$ cat src/rtl/gmii_rx_framer_if.sv
// GMII receive stream in, framed payload stream out.
// The PHY-facing side drives rxd/rxdv/rxer. The framer drives the payload and status side.
interface gmii_rx_framer_if;
  logic [7:0]  rxd;
  logic        rxdv;
  logic        rxer;
  logic [7:0]  out_data;
  logic        out_valid;
  logic        out_sof;
  logic        out_eof;
  logic [15:0] out_len;
  logic        out_crc_err;
  logic        out_phy_err;
  logic        out_len_err;
  logic [15:0] cnt_good;
  logic [15:0] cnt_bad;

  modport master (
    output rxd, rxdv, rxer,
    input  out_data, out_valid, out_sof, out_eof, out_len,
    input  out_crc_err, out_phy_err, out_len_err, cnt_good, cnt_bad
  );

  modport slave (
    input  rxd, rxdv, rxer,
    output out_data, out_valid, out_sof, out_eof, out_len,
    output out_crc_err, out_phy_err, out_len_err, cnt_good, cnt_bad
  );
endinterface

$ cat src/rtl/gmii_rx_framer.sv
// GMII receive framer.
// It strips the preamble and SFD, then delays data through a 5-byte pipeline.
// That delay lets the 4 FCS bytes be dropped at frame end without lookahead.
// It also checks CRC-32 and frame length, and keeps good/bad frame counters.
module gmii_rx_framer #(
  parameter int MIN_FRAME = 64,
  parameter int MAX_FRAME = 1518
) (
  input logic clk,
  input logic rstn,
  gmii_rx_framer_if.slave bus
);

  localparam logic [15:0] MinLen     = 16'(MIN_FRAME);
  localparam logic [15:0] MaxLen     = 16'(MAX_FRAME);
  localparam logic [31:0] CrcResidue = 32'hDEBB20E3;

  typedef enum logic [1:0] {DROP, IDLE, PRE, DATA} state_t;

  state_t          state_q;
  logic [4:0][7:0] pipe_q;
  logic [31:0]     crc_q;
  logic [31:0]     crc_d;
  logic [15:0]     len_q;
  logic [15:0]     len_d;
  logic            phy_q;
  logic [7:0]      data_q;
  logic            valid_q;
  logic            sof_q;
  logic            eof_q;
  logic [15:0]     outLen_q;
  logic            crcErr_q;
  logic            phyErr_q;
  logic            lenErr_q;
  logic [15:0]     good_q;
  logic [15:0]     bad_q;
  logic            crcBad;
  logic            lenBad;
  logic            pipeFull;

  // Reflected CRC-32 update over one byte, LSB first.
  function automatic logic [31:0] crcByte(input logic [31:0] c, input logic [7:0] d);
    logic [31:0] r;
    r = c ^ {24'h0, d};
    for (int i = 0; i < 8; i++) begin
      r = r[0] ? ((r >> 1) ^ 32'hEDB88320) : (r >> 1);
    end
    return r;
  endfunction

  assign crc_d    = crcByte(crc_q, bus.rxd);
  assign len_d    = (len_q == 16'hFFFF) ? len_q : len_q + 16'd1;
  // Running the CRC over data plus FCS leaves a fixed residue when the FCS is correct.
  assign crcBad   = (crc_q != CrcResidue);
  assign lenBad   = (len_q < MinLen) || (len_q > MaxLen);
  // Once 5 bytes are buffered, the oldest one is guaranteed to be payload.
  assign pipeFull = (len_q >= 16'd5);

  assign bus.out_data    = data_q;
  assign bus.out_valid   = valid_q;
  assign bus.out_sof     = sof_q;
  assign bus.out_eof     = eof_q;
  assign bus.out_len     = outLen_q;
  assign bus.out_crc_err = crcErr_q;
  assign bus.out_phy_err = phyErr_q;
  assign bus.out_len_err = lenErr_q;
  assign bus.cnt_good    = good_q;
  assign bus.cnt_bad     = bad_q;

  // Framing FSM, byte pipeline, CRC/length tracking and registered outputs.
  always_ff @(posedge clk) begin
    if (!rstn) begin
      state_q  <= DROP;
      pipe_q   <= '0;
      crc_q    <= '1;
      len_q    <= '0;
      phy_q    <= 1'b0;
      data_q   <= '0;
      valid_q  <= 1'b0;
      sof_q    <= 1'b0;
      eof_q    <= 1'b0;
      outLen_q <= '0;
      crcErr_q <= 1'b0;
      phyErr_q <= 1'b0;
      lenErr_q <= 1'b0;
      good_q   <= '0;
      bad_q    <= '0;
    end else begin
      valid_q  <= 1'b0;
      sof_q    <= 1'b0;
      eof_q    <= 1'b0;
      outLen_q <= '0;
      crcErr_q <= 1'b0;
      phyErr_q <= 1'b0;
      lenErr_q <= 1'b0;
      case (state_q)
        DROP: begin
          if (!bus.rxdv) state_q <= IDLE;
        end
        IDLE, PRE: begin
          if (!bus.rxdv) begin
            state_q <= IDLE;
            if (state_q == PRE) bad_q <= bad_q + 16'd1;
          end else if (bus.rxd == 8'h55) begin
            state_q <= PRE;
          end else if (bus.rxd == 8'hD5) begin
            state_q <= DATA;
            crc_q   <= '1;
            len_q   <= '0;
            phy_q   <= 1'b0;
          end else begin
            state_q <= DROP;
            bad_q   <= bad_q + 16'd1;
          end
        end
        DATA: begin
          if (bus.rxdv) begin
            pipe_q <= {pipe_q[3:0], bus.rxd};
            crc_q  <= crc_d;
            len_q  <= len_d;
            if (bus.rxer) phy_q <= 1'b1;
            if (pipeFull) begin
              data_q  <= pipe_q[4];
              valid_q <= 1'b1;
              sof_q   <= (len_q == 16'd5);
            end
          end else begin
            state_q <= IDLE;
            if (pipeFull) begin
              data_q   <= pipe_q[4];
              valid_q  <= 1'b1;
              sof_q    <= (len_q == 16'd5);
              eof_q    <= 1'b1;
              outLen_q <= len_q;
              crcErr_q <= crcBad;
              phyErr_q <= phy_q;
              lenErr_q <= lenBad;
              if (crcBad || phy_q || lenBad) bad_q  <= bad_q + 16'd1;
              else                           good_q <= good_q + 16'd1;
            end else begin
              bad_q <= bad_q + 16'd1;
            end
          end
        end
        default: state_q <= DROP;
      endcase
    end
  end

endmodule

$ cat src/flat_wrapper.sv
// flat-port wrapper written by rule: the top's interface ports become plain ports
module gmii_rx_framer_flat 
#(
  parameter int MIN_FRAME = 64,
  parameter int MAX_FRAME = 1518
)
  (clk, rstn, bus_rxd, bus_rxdv, bus_rxer, bus_out_data, bus_out_valid, bus_out_sof, bus_out_eof, bus_out_len, bus_out_crc_err, bus_out_phy_err, bus_out_len_err, bus_cnt_good, bus_cnt_bad);
  gmii_rx_framer_if bus_i ();
  input logic clk;
  input logic rstn;
  input wire logic [$bits(bus_i.rxd)-1:0] bus_rxd;
  input wire logic [$bits(bus_i.rxdv)-1:0] bus_rxdv;
  input wire logic [$bits(bus_i.rxer)-1:0] bus_rxer;
  output wire logic [$bits(bus_i.out_data)-1:0] bus_out_data;
  output wire logic [$bits(bus_i.out_valid)-1:0] bus_out_valid;
  output wire logic [$bits(bus_i.out_sof)-1:0] bus_out_sof;
  output wire logic [$bits(bus_i.out_eof)-1:0] bus_out_eof;
  output wire logic [$bits(bus_i.out_len)-1:0] bus_out_len;
  output wire logic [$bits(bus_i.out_crc_err)-1:0] bus_out_crc_err;
  output wire logic [$bits(bus_i.out_phy_err)-1:0] bus_out_phy_err;
  output wire logic [$bits(bus_i.out_len_err)-1:0] bus_out_len_err;
  output wire logic [$bits(bus_i.cnt_good)-1:0] bus_cnt_good;
  output wire logic [$bits(bus_i.cnt_bad)-1:0] bus_cnt_bad;
  assign bus_i.rxd = bus_rxd;
  assign bus_i.rxdv = bus_rxdv;
  assign bus_i.rxer = bus_rxer;
  assign bus_out_data = bus_i.out_data;
  assign bus_out_valid = bus_i.out_valid;
  assign bus_out_sof = bus_i.out_sof;
  assign bus_out_eof = bus_i.out_eof;
  assign bus_out_len = bus_i.out_len;
  assign bus_out_crc_err = bus_i.out_crc_err;
  assign bus_out_phy_err = bus_i.out_phy_err;
  assign bus_out_len_err = bus_i.out_len_err;
  assign bus_cnt_good = bus_i.cnt_good;
  assign bus_cnt_bad = bus_i.cnt_bad;
  gmii_rx_framer #(.MIN_FRAME(MIN_FRAME), .MAX_FRAME(MAX_FRAME)) u_core (.clk(clk), .rstn(rstn), .bus(bus_i));
endmodule
$ cat config.mk
export PLATFORM = sky130hd
export DESIGN_NAME = gmii_rx_framer_flat
export DESIGN_NICKNAME = d
export VERILOG_FILES = /design/src/rtl/gmii_rx_framer_if.sv /design/src/rtl/gmii_rx_framer.sv /design/src/flat_wrapper.sv
export SDC_FILE = /design/constraint.sdc
export NUM_CORES = 1
export LEC_CHECK = 0
export ABC_CLOCK_PERIOD_IN_PS = 3560
export CAP_MARGIN = 20
export CORE_ASPECT_RATIO = 0.9
export CORE_MARGIN = 1
export CORE_UTILIZATION = 30
export DETAILED_ROUTE_END_ITERATION = 8
export GPL_ROUTABILITY_DRIVEN = 1
export PLACE_DENSITY = 0.49
export SYNTH_ARGS = -nofsm -noshare
export SYNTH_HDL_FRONTEND = slang
export SYNTH_SLANG_ARGS = --single-unit
$ cat constraint.sdc
create_clock -name clk -period 3.56 [get_ports clk]
set_input_delay 0.712 -clock clk [delete_from_list [all_inputs] [get_ports clk]]
set_output_delay 0.712 -clock clk [all_outputs]
set_load 0.01 [all_outputs]
==> qor.txt, run 1 <==
Status - finished clean
YS warnings - 0
Count leader, synth - dfxtp_1
Achievable Freq - 368 MHz
Die height - 145 µm
RSZ-0062 raised after global routing - false
Largest net degree at the start of global routing - 88
Mean Syn Cell Area - 8.72 µm²
Critical path arrival - 3.07 ns
Worst R2R End - u_core.bus.cnt_good[8]$_SDFFE_PN0P_
I/O Pins - 74
Cells on worst reg2reg path - 7
Initial Utilization - 0.310
Core ar. - 0.0219 mm²
Routed vias - 5400
DR WL/cell - 14.2 µm
Worst r2r src - u_core.crc_q[9]$_SDFFE_PN1P_
Initial antenna violation count - 0
H-tree levels - 4
Top cells by area, synth - dfxtp_1 (45%), nand2_1 (7.2%), xnor2_1 (7.1%)
Layout net count - 868
Critical Path Source Type - register
Crit path kind - register to register
Yosys reg bits - 153
Peak VDD IR - 263 µV
CP Max Fanout - 12
Clk_skew - 0.0170 ns
Syn nets - 800
Period minus WS final - 2.72 ns
Vias in the first global route - 5068
Grt ovf - 0
Power density cells - 476 mW/mm²
CTS Buffer Depth - 2
Drc violations - 0
Post-synth top cells - dfxtp_1 (153), nand2_1 (131), a21oi_1 (74), xnor2_1 (55), nor2_1 (47)
Primary FF master, synth - dfxtp_1
Cell row count - 51
Die Wd - 161 µm
Worst Hold End - u_core.pipe_q[31]$_SDFFE_PN0P_
Root buf cell - clkbuf_16
Diodes inserted - 0
Die Area - 0.0232 mm²
Cell area after synthesis - 0.00679 mm²
Least-Margin Pin Slew - 0.979 ns
Post-CTS Setup Inserts - 0
Largest area contributor in the netlist - dfxtp_1
Total power draw - 0.00405 W
Fillers - 2205
Final count of hold timing violations - 0
Routability cong. - 0.802
Inserted Clock Buffers - 17
Proportion of layout cells with a drive suffix above 1 - 0.0860
Asr flop ratio synth - 0
CP cell instances - or4_1, nor4_2, o2111ai_1, buf_4, nand2b_4, or3_1, a21oi_1
Post-CTS resize count - 0
CP peak stage delay - 0.59 ns
GRT Overall Usage - 0.145
Multi-input logic area - 0.00352 mm²
DP HPWL - 10900 µm
Hold_sp - u_core.pipe_q[23]$_SDFFE_PN0P_
CTS tree - yes
Syn-to-layout area delta - 25.3%
Synth cell types - 63
Pleak - 2.93 nW
Post-synth top area share - 0.451
Post-synthesis sequential area ratio - 0.451
WL final - 16300 µm
Relative slew slack - 0.345
Reg2reg setup slack - 0.84 ns
Slew Viols, Final - 0
Maxcap violations - 0
Vias per cell - 4.69
Buffers on Ports - 73
Initial DRC Count - 326
Hold-fix buffer count after cts - 0
Global-route wire length before repair - 26800 µm
Cells after Synth - 779
DRT antenna net count - 0
# clock sinks - 153
Seq. cell area - 0.00306 mm²
Hold depth - 2
Setup_tns - 0 ns
Fin crit share - 0.763
Drt pass-1 iters - 4
Clock slew seen by the registers of the worst setup and hold paths - 0.07 ns
Final setup vio count - 0
Worst-path cell with the longest stage delay - nor4_2
Worst-skew pair later-pin latency - 0.43 ns
Worst setup EP type - register
Number of synthesized flops with an enable pin - 0
Req. time, crit path - 3.91 ns
Hold WC Path Type - register to register
[sequential cells by signal, summed over array words and instances, names as in the netlist]
signal,count
u_core.bus.cnt_bad,16
u_core.bus.cnt_good,16
u_core.bus.out_crc_err,1
u_core.bus.out_data,8
u_core.bus.out_eof,1
u_core.bus.out_len,16
u_core.bus.out_len_err,1
u_core.bus.out_phy_err,1
u_core.bus.out_sof,1
u_core.bus.out_valid,1
u_core.crc_q,32
u_core.len_q,16
u_core.phy_q,1
u_core.pipe_q,40
u_core.state_q,2
[layout make-up]
type,instances,share of cell area
Clock buffer,20,0.0537
Tap cell,291,0.0428
Clock inverter,12,0.0221
Sequential cell,153,0.360
Multi-Input combinational cell,571,0.414
Timing Repair Buffer,91,0.102
Inverter,13,0.00573
[where the power goes]
group	leakage, nW	internal, W	switching, W
Clock	0.313	0.00122	0.000750
Sequential	1.23	0.00172	0.0000101
Combinational	1.38	0.000150	0.000200
Total	2.93	0.00309	0.000960
[per-layer routing]
metal / up-vias / wire length (µm) / GRT usage / part of all wire
met5: - / 0 / 0 / 0
met4: 0 / 65 / 0.0331 / 0.0040
met3: 4 / 457 / 0.0416 / 0.028
met2: 61 / 7240 / 0.219 / 0.44
met1: 2506 / 8560 / 0.202 / 0.52
li1: 2829 / - / - / -
[cells in the final DEF (no fill, tap or decap), drive strengths merged, types with 18 or more instances in the layout]
cell type	count
clkdlybuf4s50	73
xor2	36
xnor2	59
dfxtp	153
o21ai	24
clkbuf	20
nand2	132
a21oi	74
buf	18
nand3	30
nor2	47
[worst max-delay path by stage]
stage	from	endpoint	slack, ns	cells after the start
2_1_floorplan	bus_rxd[7]	u_core.crc_q[19]$_SDFFE_PN1P_	1.21	6
3_3_place_gp	bus_rxd[5]	u_core.bus.cnt_bad[9]$_SDFFE_PN0P_	0.56	8
3_5_place_dp	bus_rxd[5]	u_core.bus.cnt_bad[9]$_SDFFE_PN0P_	0.53	8
4_1_cts	u_core.crc_q[9]$_SDFFE_PN1P_	u_core.bus.cnt_good[8]$_SDFFE_PN0P_	0.84	7
5_1_grt	u_core.len_q[1]$_SDFFE_PN0P_	u_core.bus.out_len_err$_SDFF_PP0_	0.67	8
6_report	u_core.crc_q[9]$_SDFFE_PN1P_	u_core.bus.cnt_good[8]$_SDFFE_PN0P_	0.84	7
[worst max-delay path, delay by kind of cell, from the launching register on]
| kind | cells | cell delay, ns |
|---|---|---|
| AND/OR/NAND/NOR | 4 | 1.71 |
| flip-flops | 1 | 0.35 |
| AO/OA/AOI/OAI | 2 | 0.35 |
| buffers and inverters | 1 | 0.25 |
[per-stage QoR]
stage          utilization  hold WS (ns)  instances  setup slack (ns)  cell area (µm²)
2_1_floorplan            -         0.432        779              1.21             6790
3_3_place_gp         0.359         0.441       1119             0.557             7870
3_5_place_dp         0.359         0.444       1119             0.526             7870
4_1_cts              0.389         0.451       1151             0.840             8510
5_1_grt              0.389         0.462       1151             0.669             8510
6_report             0.389         0.447       1151             0.844             8510
[cells by family (layout without fill, tap and decap cells)]
kind of cell,Yosys count,count (layout),share of synthesized area
fa+ha+maj,9,9,0.0166
simple gates,316,316,0.237
flops,153,153,0.451
buf+inv,55,136,0.0321
mux,10,10,0.0147
compound gates,141,141,0.122
xor+xnor,95,95,0.127
No activity file was read; power rests on OpenSTA's default activity.
==> run 2: changes to the inputs <==
- ABC_CLOCK_PERIOD_IN_PS: 3560 -> 2400
- PLACE_DENSITY: 0.49 -> 0.5
- clock period: 3.56 -> 2.4 ns (I/O delays scaled with it)
==> run 2 against run 1 <==
  * First-iteration DRC count up 1.2%
  * Routed wire length up 5.0%
  * Combinational power up 85%
  * Sequential power up 49%
  * Final area up 8.0%
  * Hold slack worse by 0.00084 ns
  * Register-to-register slack worse by 0.78 ns
  * Critical path depth up 1
  * Clock power up 41%
  * Sequential share of layout area down 2.6 points
  * Critical path type unchanged
  * Total power up 48%
  * Via count up 8.0%
==> qor.txt, run 2 (synthesis gave the netlist of run 1 again) <==
Final Non-Filler Cells - 1225
Total power draw - 0.00599 W
Root buf cell - clkbuf_16
Setup_tns - 0 ns
Worst path top cell family by delay - simple AND/OR/NAND/NOR gates
Final setup vio count - 0
Period minus WS final - 2.34 ns
Cell row count - 51
Pre-CTS WS - -0.202 ns
I/O Pins - 74
DRT antenna net count - 0
Final count of hold timing violations - 0
WL final - 17100 µm
Layout net count - 942
Worst-skew pair later-pin latency - 0.42 ns
Worst setup EP type - register
Power density cells - 653 mW/mm²
Die Wd - 161 µm
CP Max Fanout - 6
Initial antenna violation count - 0
Syn-to-layout area delta - 35.3%
Die height - 145 µm
CP peak stage delay - 0.56 ns
Maxcap violations - 0
Cells on worst reg2reg path - 8
Vias per cell - 4.76
Worst-path cell with the longest stage delay - or4b_4
Max Used Layer - met4
Largest reg by FF count - u_core.pipe_q
Hold-fix buffer count after cts - 0
Relative slew slack - 0.618
Crit path buffers/inverters - 2
Hold depth - 2
Clock slew seen by the registers of the worst setup and hold paths - 0.07 ns
Hold_sp - u_core.pipe_q[0]$_SDFFE_PN0P_
Grt ovf - 0
Global-route wire length before repair - 28100 µm
Critical Path Source Type - register
Initial DRC Count - 330
Slew Viols, Final - 0
CTS tree - yes
Clk_skew - 0.0144 ns
Routed wl met2 - 7760 µm
Reg2reg setup slack - 0.06 ns
DP HPWL - 11600 µm
Status - finished clean
Inserted Clock Buffers - 17
Crit path kind - register to register
Proportion of layout cells with a drive suffix above 1 - 0.169
GRT Overall Usage - 0.152
CP cell instances - or4b_4, nor4_4, buf_4, o2111ai_4, buf_6, nand2b_4, or3_1, a21oi_1
RSZ-0062 raised after global routing - true
Req. time, crit path - 2.75 ns
Post-route setup slack - 0.0640 ns
Pleak - 3.34 nW
Least-Margin Pin Slew - 0.572 ns
# clock sinks - 153
Drc violations - 0
Number of flip-flops in the largest register - 40
Routed vias - 5832
Most frequent cells in the layout - dfxtp_1 (152), nand2_1 (131), buf_4 (85), a21oi_1 (73), clkdlybuf4s50_1 (73)
Initial Utilization - 0.310
Met3 WL - 612 µm
Vias in the first global route - 5432
Hold WC Path Type - register to register
Drt pass-1 iters - 4
CTS Buffer Depth - 2
Die Area - 0.0232 mm²
Peak VDD IR - 314 µV
Achievable Freq - 428 MHz
DR WL/cell - 14.0 µm
Core ar. - 0.0219 mm²
H-tree levels - 4
WL met1 - 8630 µm
Critical path arrival - 2.68 ns
Fin crit share - 0.973
Fillers - 2187
Worst R2R End - u_core.bus.cnt_good[12]$_SDFFE_PN0P_
Regs by FF count - u_core.pipe_q: 40 flops, u_core.crc_q: 32 flops
Post-Place Cells - 1187
Largest net degree at the start of global routing - 88
Most common cell after layout, fill and taps aside - dfxtp_1
Routability cong. - 0.780
Worst r2r src - u_core.crc_q[12]$_SDFFE_PN1P_
Buffers on Ports - 73
Diodes inserted - 0
Worst Hold End - u_core.pipe_q[8]$_SDFFE_PN0P_
run 2: changes by cell type in the layout (fill, tap and decap cells not counted), sizes merged:
cell and change:
buf +73, bufinv -2, clkbuf +2, clkinv -1, inv +1, nand2b +1
run 2: worst reg2reg max path, delay by kind of cell, from the launching register on:
kind                   cells  cell delay, ns
AOI/OAI and AO/OA          2            0.27
buffers and inverters      2            0.35
DFF                        1            0.31
and+or+nand+nor            4            1.33
run 2: timing repair:
action,in CTS,in global routing
buffers inserted,4,0
endpoints found under the setup margin,5,34
pin swaps,0,10
cloned,1,1
gates resized for setup,6,14
run 2: final cells by class:
type | instances | area (µm²) | area share
Multi-Input combinational cell | 572 | 3640 | 0.396
Timing Repair Buffer | 164 | 1460 | 0.159
Inverter | 13 | 48.8 | 0.00531
Clock buffer | 22 | 484 | 0.0527
Sequential cell | 153 | 3060 | 0.334
Clock inverter | 10 | 129 | 0.0140
Tap cell | 291 | 364 | 0.0396
run 2: worst max-delay path by stage:
stage | cells after the start | slack [ns] | endpoint | start
after floorplan | 7 | 0.18 | u_core.bus.cnt_good[10]$_SDFFE_PN0P_ | u_core.len_q[12]$_SDFFE_PN0P_
after global placement | 9 | -0.18 | u_core.len_q[3]$_SDFFE_PN0P_ | bus_rxd[4]
after detailed placement | 8 | -0.20 | u_core.len_q[11]$_SDFFE_PN0P_ | bus_rxd[4]
after CTS | 8 | 0.007 | u_core.bus.cnt_good[12]$_SDFFE_PN0P_ | u_core.crc_q[8]$_SDFFE_PN1P_
after global routing | 9 | -0.02 | u_core.bus.cnt_good[5]$_SDFFE_PN0P_ | u_core.crc_q[12]$_SDFFE_PN1P_
final | 8 | 0.06 | u_core.bus.cnt_good[12]$_SDFFE_PN0P_ | u_core.crc_q[12]$_SDFFE_PN1P_
run 2: routing by layer:
metal / track usage / vias to the layer above
met4: 0.0466 / 0
li1: - / 2970
met2: 0.239 / 105
met1: 0.208 / 2743
met3: 0.0308 / 14
met5: 0 / -
run 2: power by group:
part	internal [W]	leakage (nW)	switching, W	total, W
clock	0.00166	0.298	0.00111	0.00278
combinational	0.000325	1.80	0.000324	0.000649
sequential	0.00255	1.24	0.0000153	0.00257
total	0.00454	3.34	0.00145	0.00599
run 2: metrics by stage:
stage | hold slack (ns) | area, µm² | utilization
3_3_place_gp | 0.441 | 8410 | 0.384
2_1_floorplan | 0.432 | 6790 | -
4_1_cts | 0.448 | 9100 | 0.416
3_5_place_dp | 0.444 | 8410 | 0.384
6_report | 0.446 | 9190 | 0.420
5_1_grt | 0.466 | 9190 | 0.420
==> run 3: changes to the inputs <==
- CORE_UTILIZATION: 30 -> 35
- PLACE_DENSITY: 0.5 -> 0.57
==> run 3 against run 2 <==
  * First-iteration DRC count is 15% higher
  * Hold slack better by 0.0039 ns
  * Via count hardly changed
  * Cell count is 2.7% lower
  * Clock skew is 0.0065 ns lower
  * Die area is 14% lower
  * Total power is 2.7% lower
  * Combinational power is 3% higher
  * Core utilization is 7.2 points higher
  * Routed wire length is 3.6% lower
==> qor.txt, run 3 (synthesis gave the netlist of run 1 again) <==
Status - finished clean
DRT antenna net count - 0
GRT Overall Usage - 0.172
Root buf cell - clkbuf_16
Worst-skew pair later-pin latency - 0.41 ns
Number of flip-flops in the largest register - 40
Grt met2 use - 0.274
Worst setup EP type - register
Layout net count - 955
Die Area - 0.0200 mm²
Peak VDD IR - 484 µV
Initial Utilization - 0.363
Clk_skew - 0.00796 ns
Achievable Freq - 428 MHz
Fin area - 0.00920 mm²
I/O Pins - 74
Most common cell after layout, fill and taps aside - dfxtp_1
CTS tree - yes
Hold WC Path Type - register to register
Most used routing layer - met2
CTS Buffer Depth - 2
Fillers - 1779
Slew Viols, Final - 0
Drt pass-1 iters - 5
Die height - 134 µm
Initial antenna violation count - 0
Worst R2R End - u_core.bus.cnt_good[3]$_SDFFE_PN0P_
Grt ovf - 0
Final count of hold timing violations - 0
Hold_sp - u_core.pipe_q[5]$_SDFFE_PN0P_
Regs by FF count - u_core.pipe_q: 40 flops, u_core.crc_q: 32 flops
Reg2reg setup slack - 0.06 ns
Hold depth - 2
Met3 Use GR - 0.0347
Routed vias - 5834
Maxcap violations - 0
RSZ-0062 raised after global routing - true
Inserted Clock Buffers - 17
Fin crit share - 0.973
WHS - 0.450 ns
H-tree levels - 4
DP Area - 0.00847 mm²
Cell row count - 47
Vias per cell - 4.89
Buffers on Ports - 73
Cells on worst reg2reg path - 9
CP peak stage delay - 0.56 ns
Die Wd - 149 µm
Syn-to-layout area delta - 35.4%
Period minus WS final - 2.34 ns
Proportion of layout cells with a drive suffix above 1 - 0.177
Worst r2r src - u_core.crc_q[14]$_SDFFE_PN1P_
Req. time, crit path - 2.68 ns
Vias in the first global route - 5548
Pleak - 3.40 nW
Largest net degree at the start of global routing - 45
Seq. cell area - 0.00306 mm²
Worst path top cell family by delay - simple AND/OR/NAND/NOR gates
Final setup vio count - 0
DR WL/cell - 13.9 µm
Initial DRC Count - 381
DP HPWL - 11500 µm
Crit path kind - register to register
Routability cong. - 0.830
Relative slew slack - 0.659
Critical Path Source Type - register
# clock sinks - 153
Clock slew seen by the registers of the worst setup and hold paths - 0.06 ns
Grt met1 use - 0.236
CP cell instances - or4b_4, nor4_4, buf_4, o2111ai_4, buf_6, buf_8, nor4b_4, xnor2_1, nor2_1
WL final - 16500 µm
Critical path arrival - 2.62 ns
Worst-path cell with the longest stage delay - or4b_4
Largest reg by FF count - u_core.pipe_q
Worst Hold End - u_core.pipe_q[13]$_SDFFE_PN0P_
Post-CTS Setup Inserts - 0
Power density cells - 634 mW/mm²
CP Max Fanout - 6
Most frequent cells in the layout - dfxtp_1 (152), nand2_1 (131), buf_4 (101), a21oi_1 (73), clkdlybuf4s50_1 (73)
Multi-input logic area - 0.00367 mm²
Drc violations - 0
Global-route wire length before repair - 27500 µm
Core ar. - 0.0187 mm²
Least-Margin Pin Slew - 0.512 ns
Diodes inserted - 0
Crit path buffers/inverters - 3
-- run 3: cell count changes in the layout (fill, tap and decap cells not counted), sizes merged --
cell,previous run,this run
buf,91,104
clkinv,3,6
inv,17,15
clkinvlp,1,0
-- run 3: cell type report --
class,instances,area share
clock inverters,10,0.0129
clock buffers,22,0.0494
inverters,13,0.00531
multi-input cells,572,0.399
flip-flops and latches,153,0.333
repair buffers,177,0.167
well taps,245,0.0333
-- run 3: worst max path at each step --
stage                                        from                              endpoint  slack [ns]  depth (start not counted)
finish              u_core.crc_q[14]$_SDFFE_PN1P_   u_core.bus.cnt_good[3]$_SDFFE_PN0P_        0.06                          9
global route        u_core.crc_q[14]$_SDFFE_PN1P_  u_core.bus.cnt_good[15]$_SDFFE_PN0P_       -0.02                          9
CTS                  u_core.crc_q[3]$_SDFFE_PN1P_  u_core.bus.cnt_good[11]$_SDFFE_PN0P_      -0.004                          9
detailed placement                     bus_rxd[5]    u_core.bus.cnt_bad[8]$_SDFFE_PN0P_       -0.19                          8
global placement                       bus_rxd[5]    u_core.bus.cnt_bad[9]$_SDFFE_PN0P_       -0.16                          8
floorplan           u_core.len_q[12]$_SDFFE_PN0P_  u_core.bus.cnt_good[10]$_SDFFE_PN0P_        0.18                          7
-- run 3: layer usage --
metal / share of wire / vias to the layer above / wire length [µm]
li1: - / 3003 / -
met1: 0.50 / 2714 / 8210
met2: 0.45 / 103 / 7450
met3: 0.042 / 14 / 689
met4: 0.011 / 0 / 186
met5: 0 / - / 0
-- run 3: metrics by stage --
stage          setup TNS (ns)  utilization  cells  worst slack [ns]  power (W)
2_1_floorplan               0            -    779             0.184    0.00301
3_3_place_gp            -3.50        0.453   1159            -0.157    0.00328
3_5_place_dp            -4.08        0.453   1159            -0.194    0.00328
4_1_cts              -0.00756        0.484   1191          -0.00437    0.00589
5_1_grt               -0.0198        0.492   1192           -0.0155    0.00604
6_report                    0        0.492   1192            0.0646    0.00583
-- run 3: power breakdown --
part | internal (W) | switching [W]
registers | 0.00255 | 0.0000139
logic | 0.000331 | 0.000334
clock network | 0.00157 | 0.00104
-- run 3: repair_timing --
action / in CTS / in global routing
pin swaps: 1 / 15
hold buffers: 0 / 0
setup endpoints to repair: 10 / 36
resized for setup: 2 / 22
gates cloned: 0 / 1
-- run 3: tightest hold or removal path, cell delays in order (launching register included) --
cell and delay [ns]:
dfxtp_1 0.31, nand2_1 0.05, a21oi_1 0.05
